`config.mk`:
```
export PLATFORM = sky130hd
export DESIGN_NAME = vga_frame_monitor
export DESIGN_NICKNAME = d
export VERILOG_FILES = /design/src/rtl/vga_frame_monitor.sv
export SDC_FILE = /design/constraint.sdc
export NUM_CORES = 1
export LEC_CHECK = 0
export CORE_MARGIN = 3
export CORE_UTILIZATION = 30
export CTS_CLUSTER_DIAMETER = 50
export DETAILED_ROUTE_END_ITERATION = 7
export PLACE_DENSITY = 0.5
export SLEW_MARGIN = 20
export SYNTH_ARGS = -nofsm -noshare
export SYNTH_HDL_FRONTEND = slang
export SYNTH_SLANG_ARGS = --single-unit
```
`constraint.sdc`:
```
create_clock -name sys_clk -period 3.4 [get_ports sys_clk]
set_input_delay 0.34 -clock sys_clk [delete_from_list [all_inputs] [get_ports sys_clk]]
set_output_delay 0.34 -clock sys_clk [all_outputs]
set_load 0.01 [all_outputs]
```
`src/rtl/vga_frame_monitor.sv`:
```
// Receive-side VGA checker: measures per-frame timing and the active-pixel checksum,
// and tracks lock and error status against the nominal mode.
module vga_frame_monitor #(
   parameter int unsigned H_ACTIVE    = 640,
   parameter int unsigned H_TOTAL     = 800,
   parameter int unsigned V_ACTIVE    = 480,
   parameter int unsigned V_TOTAL     = 525,
   parameter int unsigned LOCK_FRAMES = 2
) (
   input  logic        sys_clk,
   input  logic        sys_rst_n,
   input  logic        vga_clk,
   input  logic        hsync,
   input  logic        vsync,
   input  logic        blank_n,
   input  logic [23:0] rgb,
   output logic [11:0] meas_h_total,
   output logic [11:0] meas_h_active,
   output logic [11:0] meas_v_total,
   output logic [11:0] meas_v_active,
   output logic [31:0] frame_sum,
   output logic        frame_valid,
   output logic        locked,
   output logic [7:0]  err_cnt
);

   localparam logic [11:0] H_TOTAL_C  = 12'(H_TOTAL);
   localparam logic [11:0] H_ACTIVE_C = 12'(H_ACTIVE);
   localparam logic [11:0] V_TOTAL_C  = 12'(V_TOTAL);
   localparam logic [11:0] V_ACTIVE_C = 12'(V_ACTIVE);
   localparam logic [3:0]  LOCK_N     = 4'(LOCK_FRAMES);

   logic        vga_clk_q, tick, hs_q, vs_q, hs_fall, vs_fall;
   logic        close_q, load_q, seen_first_vsync, first_done;
   logic [11:0] h_cnt, line_act, v_cnt, v_act, h_total_reg, h_act_reg;
   logic [31:0] sum_acc;
   logic [3:0]  match_cnt;
   logic        frame_match;

   logic [11:0] h_cnt_n, line_act_n, v_cnt_n, v_act_n, h_total_n, h_act_n;
   logic [11:0] v_cnt_b, v_act_b;
   logic [31:0] sum_n, sum_b;
   logic        first_n, first_b;

   assign tick    = vga_clk & ~vga_clk_q;
   assign hs_fall = tick & ~hsync & hs_q;
   assign vs_fall = tick & ~vsync & vs_q;

   assign frame_match = (meas_h_total == H_TOTAL_C) && (meas_h_active == H_ACTIVE_C) &&
                        (meas_v_total == V_TOTAL_C) && (meas_v_active == V_ACTIVE_C);

   // Frame counters are cleared on the cycle the outputs load (after the closing tick),
   // so a line close on the same tick as vsync still counts toward the closing frame.
   always_comb begin
      v_cnt_b    = close_q ? '0 : v_cnt;
      v_act_b    = close_q ? '0 : v_act;
      sum_b      = close_q ? '0 : sum_acc;
      first_b    = close_q ? 1'b0 : first_done;
      h_cnt_n    = h_cnt;
      line_act_n = line_act;
      h_total_n  = h_total_reg;
      h_act_n    = h_act_reg;
      v_cnt_n    = v_cnt_b;
      v_act_n    = v_act_b;
      sum_n      = sum_b;
      first_n    = first_b;
      if (tick) begin
         h_cnt_n = (h_cnt == '1) ? h_cnt : h_cnt + 12'd1;
         if (blank_n) begin
            line_act_n = (line_act == '1) ? line_act : line_act + 12'd1;
            sum_n      = sum_b + {8'b0, rgb};
         end
         if (hs_fall) begin
            h_total_n = h_cnt_n;
            h_cnt_n   = '0;
            if (line_act_n != '0) begin
               v_act_n = (v_act_b == '1) ? v_act_b : v_act_b + 12'd1;
               if (!first_b) begin
                  h_act_n = line_act_n;
                  first_n = 1'b1;
               end
            end
            line_act_n = '0;
            v_cnt_n    = (v_cnt_b == '1) ? v_cnt_b : v_cnt_b + 12'd1;
         end
      end
   end

   always_ff @(posedge sys_clk or negedge sys_rst_n) begin
      if (!sys_rst_n) begin
         vga_clk_q        <= 1'b0;
         hs_q             <= 1'b1;
         vs_q             <= 1'b1;
         close_q          <= 1'b0;
         load_q           <= 1'b0;
         seen_first_vsync <= 1'b0;
         first_done       <= 1'b0;
         h_cnt            <= '0;
         line_act         <= '0;
         v_cnt            <= '0;
         v_act            <= '0;
         h_total_reg      <= '0;
         h_act_reg        <= '0;
         sum_acc          <= '0;
      end else begin
         vga_clk_q <= vga_clk;
         if (tick) begin
            hs_q <= hsync;
            vs_q <= vsync;
         end
         close_q <= vs_fall;
         load_q  <= vs_fall & seen_first_vsync;
         if (vs_fall)
            seen_first_vsync <= 1'b1;
         first_done  <= first_n;
         h_cnt       <= h_cnt_n;
         line_act    <= line_act_n;
         v_cnt       <= v_cnt_n;
         v_act       <= v_act_n;
         h_total_reg <= h_total_n;
         h_act_reg   <= h_act_n;
         sum_acc     <= sum_n;
      end
   end

   always_ff @(posedge sys_clk or negedge sys_rst_n) begin
      if (!sys_rst_n) begin
         meas_h_total  <= '0;
         meas_h_active <= '0;
         meas_v_total  <= '0;
         meas_v_active <= '0;
         frame_sum     <= '0;
         frame_valid   <= 1'b0;
      end else begin
         frame_valid <= close_q & load_q;
         if (close_q && load_q) begin
            meas_h_total  <= h_total_reg;
            meas_h_active <= h_act_reg;
            meas_v_total  <= v_cnt;
            meas_v_active <= v_act;
            frame_sum     <= sum_acc;
         end
      end
   end

   always_ff @(posedge sys_clk or negedge sys_rst_n) begin
      if (!sys_rst_n) begin
         match_cnt <= '0;
         locked    <= 1'b0;
         err_cnt   <= '0;
      end else if (frame_valid) begin
         if (frame_match) begin
            if (match_cnt != LOCK_N)
               match_cnt <= match_cnt + 4'd1;
            locked <= (match_cnt >= LOCK_N - 4'd1);
         end else begin
            match_cnt <= '0;
            locked    <= 1'b0;
            if (err_cnt != '1)
               err_cnt <= err_cnt + 8'd1;
         end
      end
   end

endmodule

```
==> flow_summary.json, run 1 <==
{
  "dr.first_iter.drc_count": 327,
  "tightest_slew_ns": 0.928,
  "synth_area_leaders": "dfrtp_1 48%, mux2_2 9.0%, nand2_1 4.6%, ha_1 3.9%, o21ai_0 3.6%",
  "die-area_sq_um": 37700,
  "instances_no_fill": 1635,
  "initial_core_util_pct": 30.6,
  "nNetsFinal": 1220,
  "path_cells": "nor2b_1 -> ha_1 -> fa_1 -> a21o_1 -> a31o_2 -> nand4_1 -> nand3b_1 -> a311oi_2 -> nor3_1 -> xnor2_1",
  "synth_top_family_by_area": "simple AND/OR/NAND/NOR gates",
  "whs_ns": 0.385,
  "clock_skew_ns": 0.0172,
  "yosys.area_share.simple_pct": 17.5,
  "cp.required_ns": 3.82,
  "cpPeakStageDelay_ns": 0.57,
  "finalSetupViolCount": 0,
  "crit_start": "close_q",
  "p_seq_share_pct": 36.2,
  "arrival_ns": 3.52,
  "grt_remaining_overflow": 0,
  "syn_nets": 1095,
  "p_sw_share_pct": 31.1,
  "drc": 0,
  "power.leakage_nw": 5.81,
  "grt_max_degree": 71,
  "max-cap-violations": 0,
  "synth_top_area_cell": "dfrtp_1",
  "top_regs": "frame_sum (32), sum_acc (32)",
  "hold_path_class": "input pin to async pin",
  "final_area_sq_um": 13500,
  "synth_top_area_share_pct": 47.8,
  "antenna_found_initial": 1,
  "synth_fa_ha_area_share_pct": 4.08,
  "final_layout_size_suffix_gt1_share_pct": 15.5,
  "cts_tree": "yes",
  "numCtsBuffers": 30,
  "synth.distinct_cells": 73,
  "fmax_mhz": 323,
  "fin_setup_tns_ns": 0,
  "clkPwrFrac_pct": 38.7,
  "status": "finished, final reports clean",
  "internal_power_w": 0.00587,
  "cts.reportedPaths.clkPinSlew_ns": 0.06,
  "synth_common_cells": "203 x dfrtp_1, 129 x nand2_1, 85 x mux2_2",
  "ys_seq_area_share_pct": 48.3,
  "pre_cts_slack_ns": 0.191,
  "max_slew_margin_pct": 38.0,
  "setup_slack_ns": 0.303,
  "cp-start-kind": "flop",
  "syn_area_per_cell_sq_um": 10.3,
  "cpMaxStageDelayCell": "dfrtp_2",
  "crit_path_end_kind": "flop",
  "ir_drop_v": 0.000416,
  "num_vias": 7985,
  "clk_latency_ns": 0.54,
  "crit_fanout": 14,
  "synth_ff_type": "dfrtp_1",
  "ys_async_sr_fraction_pct": 100,
  "area_growth_pct": 26.7,
  "gp_congestion": 0.762,
  "fp.dieH_um": 194,
  "core_sq_um": 34700,
  "power_switching_w": 0.00266,
  "placed_area_sq_um": 12400,
  "clk_path_buf_depth": 3,
  "synth_cells": 1031,
  "ios": 120,
  "cts.sinks": 205,
  "vias_per_cell": 4.88,
  "grt_pass1_vias": 8132,
  "root_buffer": "clkbuf_16",
  "place_hpwl_mm": 18.5,
  "ctsResizeCount": 0,
  "min_period_over_period_pct": 91.1,
  "synth-xor-area-share_pct": 4.04,
  "track_usage_pct": 13.8,
  "wl_per_cell_um": 16.0,
  "hold_viol": 0,
  "synth_compound_area_share_pct": 13.2,
  "ys_warn_count": 0,
  "synth_seq_cells": 205,
  "wirelength_mm": 26.1,
  "ant_nets": 0,
  "synth_most_common_cell": "dfrtp_1",
  "diodes": 0,
  "synth-edff-count": 0,
  "critPathKind": "flop to flop",
  "die_w_um": 194,
  "syn_area_sq_um": 10600,
  "post-route-min-period_ns": 3.10,
  "reg2reg_from": "close_q",
  "postCtsHoldBufs": 1,
  "port_buffers": 119,
  "placed_cells": 1578,
  "post_cts_buffers": 0,
  "muxShareOfSynthArea_pct": 9.88,
  "rsz0062_at_grt": "no",
  "power_density_nw_per_um2": 634,
  "slew_viol_final": 0,
  "firstDrtPassIters": 4,
  "grt_pass1_wl_mm": 43.9,
  "pwr-share-comb_pct": 25.1,
  "ctsHtreeMaxLevel": 1,
  "rows": 68
}
[layer usage]
metal	share of wire (%)	wire length [um]	vias to the layer above	track usage (%)
li1	-	-	3982	-
met1	49	12800	3827	19.5
met2	44	11600	141	22.1
met3	4.4	1160	33	2.68
met4	1.8	482	2	3.01
met5	0.050	13	-	0
[worst paths after layout]
path,endpoint,slack (ns),depth (start not counted)
max,sum_acc[24],0.30,10
min,meas_h_total[8],0.39,2
max reg2reg,sum_acc[24],0.30,10
min reg2reg,vs_q,0.46,2
max in group asynchronous,close_q,2.17,3
min in group sys_clk,hs_q,0.39,3
[area by class of cell]
cell class | count | area [sq um]
Clock buffer | 39 | 856
Clock inverter | 17 | 236
Fill cell | 3475 | 21300
Inverter | 30 | 113
Multi-Input combinational cell | 748 | 5170
Sequential cell | 205 | 5130
Tap cell | 455 | 569
Timing Repair Buffer | 141 | 1380
[cells in the final DEF, fill, tap and decap left out, types with 7 or more instances in the layout]
cell and count:
dfrtp_1 202, nor2b_1 37, ha_1 33, nor4_1 9
or4_1 8, nand3_1 32, clkbuf_16 31, or3_1 7
o211ai_1 15, nor4b_1 7, xor2_1 17, nor3_1 20
mux2_2 85, nand4_1 23, clkdlybuf4s50_1 118, inv_1 29
a21oi_1 33, buf_4 20, and3_1 11, xnor2_1 32
o21ai_0 76, o31ai_1 22, nand2_1 128, nor2_1 46
mux2i_1 7
[through the flow]
step                util [%]  power (W)
finish                  38.8    0.00853
floorplan                  -    0.00466
detailed placement      35.6    0.00526
global placement        35.6    0.00525
CTS                     38.8    0.00866
global route            38.8    0.00910
[power groups by stage]
stage	Clock [W]	Sequential, W	Combinational (W)
after floorplan	0	0.00299	0.00167
after global placement	0	0.00313	0.00212
after detailed placement	0	0.00313	0.00213
after CTS	0.00341	0.00309	0.00215
after global routing	0.00352	0.00315	0.00244
final	0.00330	0.00309	0.00214
[cells by family after synthesis]
family,count (synthesis)
AO/OA/AOI/OAI,211
XOR/XNOR,49
adder cells (fa/ha/maj),34
buffers and inverters,78
flip-flops,205
multiplexers,94
AND/OR/NAND/NOR,360
[critical path, delay by kind of cell (launching register included)]
kind / cells / cell delay, ns
fa+ha+maj: 2 / 0.64
flops: 1 / 0.57
xor+xnor: 1 / 0.16
compound gates: 3 / 1.01
simple gates: 4 / 0.59
No activity file was read; power rests on OpenSTA's default activity.
==> inputs of run 2 (changes only) <==
- CORE_MARGIN: 3 -> 2
==> flow_summary.json, run 2 (synthesized netlist as in run 1, its figures left out) <==
{
  "status": "finished, final reports clean",
  "min_period_over_period_pct": 91.3,
  "fin_setup_tns_ns": 0,
  "core_sq_um": 34700,
  "die_w_um": 192,
  "finalSetupViolCount": 0,
  "p_sw_share_pct": 31.3,
  "place_hpwl_mm": 18.1,
  "slew_viol_final": 0,
  "dr.first_iter.drc_count": 358,
  "ios": 120,
  "pwr-share-comb_pct": 24.4,
  "numCtsBuffers": 34,
  "internal_power_w": 0.00595,
  "ctsResizeCount": 0,
  "cpPeakStageDelay_ns": 0.59,
  "cts_tree": "yes",
  "path_cells": "nor2b_1 -> ha_1 -> fa_1 -> a21o_1 -> a31o_2 -> nand4_1 -> nand3b_1 -> a311oi_2 -> nor3_1 -> xnor2_1",
  "drc": 0,
  "p_seq_share_pct": 35.6,
  "port_buffers": 119,
  "ant_nets": 0,
  "arrival_ns": 3.48,
  "grt_max_degree": 86,
  "grt_pass1_vias": 8122,
  "max-cap-violations": 0,
  "power_density_nw_per_um2": 643,
  "power.leakage_nw": 5.82,
  "max_slew_margin_pct": 36.6,
  "track_usage_pct": 14.6,
  "die-area_sq_um": 36900,
  "post-route-min-period_ns": 3.10,
  "crit_start": "close_q",
  "rows": 68,
  "cts.reportedPaths.clkPinSlew_ns": 0.05,
  "wirelength_mm": 26.2,
  "firstDrtPassIters": 7,
  "power_switching_w": 0.00272,
  "grt_remaining_overflow": 0,
  "initial_core_util_pct": 30.6,
  "tightest_slew_ns": 0.950,
  "cts.sinks": 205,
  "crit_fanout": 14,
  "gp_congestion": 0.797,
  "antenna_found_initial": 3,
  "ctsHtreeMaxLevel": 2,
  "crit_path_end_kind": "flop",
  "grt_pass1_wl_mm": 43.1,
  "worst-path-buf-inv": 0,
  "clkPwrFrac_pct": 40.0,
  "final_layout_size_suffix_gt1_share_pct": 15.3,
  "wl_per_cell_um": 16.0,
  "num_vias": 8084,
  "top_regs": "frame_sum (32), sum_acc (32)",
  "cp_top_family": "compound AO/OA/AOI/OAI gates",
  "hold_viol": 0,
  "critPathKind": "flop to flop",
  "layout_commonest_cell": "dfrtp_1",
  "fmax_mhz": 322,
  "cp-start-kind": "flop",
  "area_growth_pct": 27.0,
  "clk_latency_ns": 0.49,
  "hp-start": "vga_clk",
  "post_cts_buffers": 0,
  "root_buffer": "clkbuf_16",
  "cpMaxStageDelayCell": "dfrtp_2",
  "reg2reg_from": "close_q",
  "fp.dieH_um": 192,
  "ir_drop_v": 0.000320,
  "cp.required_ns": 3.78,
  "clock_skew_ns": 0.0114,
  "vias_per_cell": 4.94,
  "clk_path_buf_depth": 3,
  "nNetsFinal": 1219,
  "placed_area_sq_um": 12300,
  "final_area_sq_um": 13500,
  "rsz0062_at_grt": "no",
  "hold_path_class": "input pin to flop",
  "final_cell_mix": "202 x dfrtp_1, 128 x nand2_1, 118 x clkdlybuf4s50_1, 85 x mux2_2, 76 x o21ai_0"
}
## run 2: repair_timing
| item | in CTS | in global routing |
|---|---|---|
| endpoints found under the hold margin | 82 | 0 |
| setup endpoints to repair | 0 | 0 |
| hold buffers | 1 | 0 |
## run 2: final cells by class
type,count,area [sq um]
Multi-Input combinational cell,748,5170
Timing Repair Buffer,136,1350
Antenna cell,2,5.00
Fill cell,3482,21200
Tap cell,455,569
Inverter,30,113
Sequential cell,205,5130
Clock inverter,19,231
Clock buffer,42,912
## run 2: path summary, 6_finish.rpt
kind / slack, ns / cells after the start / endpoint
min in group asynchronous: 0.46 / 2 / frame_sum[19]
max reg2reg: 0.30 / 10 / sum_acc[24]
max in group asynchronous: 1.98 / 3 / vs_q
min reg2reg: 0.45 / 2 / vs_q
max: 0.30 / 10 / sum_acc[24]
min: 0.36 / 1 / vga_clk_q
## run 2: power by group through the flow
| stage | Combinational (W) | Clock [W] | Sequential [W] |
|---|---|---|---|
| 6_report | 0.00211 | 0.00346 | 0.00309 |
| 5_1_grt | 0.00242 | 0.00367 | 0.00315 |
| 4_1_cts | 0.00214 | 0.00358 | 0.00310 |
| 3_5_place_dp | 0.00212 | 0 | 0.00314 |
| 3_3_place_gp | 0.00211 | 0 | 0.00313 |
| 2_1_floorplan | 0.00167 | 0 | 0.00299 |
## run 2: through the flow
stage	hold WS (ns)	power, W	setup WS [ns]	utilization [%]	std cells
detailed placement	0.453	0.00526	0.207	35.5	1573
finish	0.360	0.00867	0.296	38.9	1637
global placement	0.443	0.00524	0.290	35.5	1573
floorplan	0.0444	0.00466	0.406	-	1031
global route	0.382	0.00924	0.0557	38.8	1636
CTS	0.348	0.00881	0.266	38.8	1635
## run 2: worst reg2reg max path: cells and delay by family, from the launching register on
| family | cells | cell delay (ns) |
|---|---|---|
| fa+ha+maj | 2 | 0.63 |
| xor+xnor | 1 | 0.15 |
| simple gates | 4 | 0.60 |
| flops | 1 | 0.59 |
| compound gates | 3 | 1.03 |
## run 2: per-layer routing
layer  wire, um  vias up  GRT usage, %  part of all wire (%)
met5         13        -             0                 0.050
met4        382        2          3.99                   1.5
met3       1250       32          3.09                   4.8
met2      11900      144          23.4                    45
met1      12600     3918          20.0                    48
li1           -     3988             -                     -
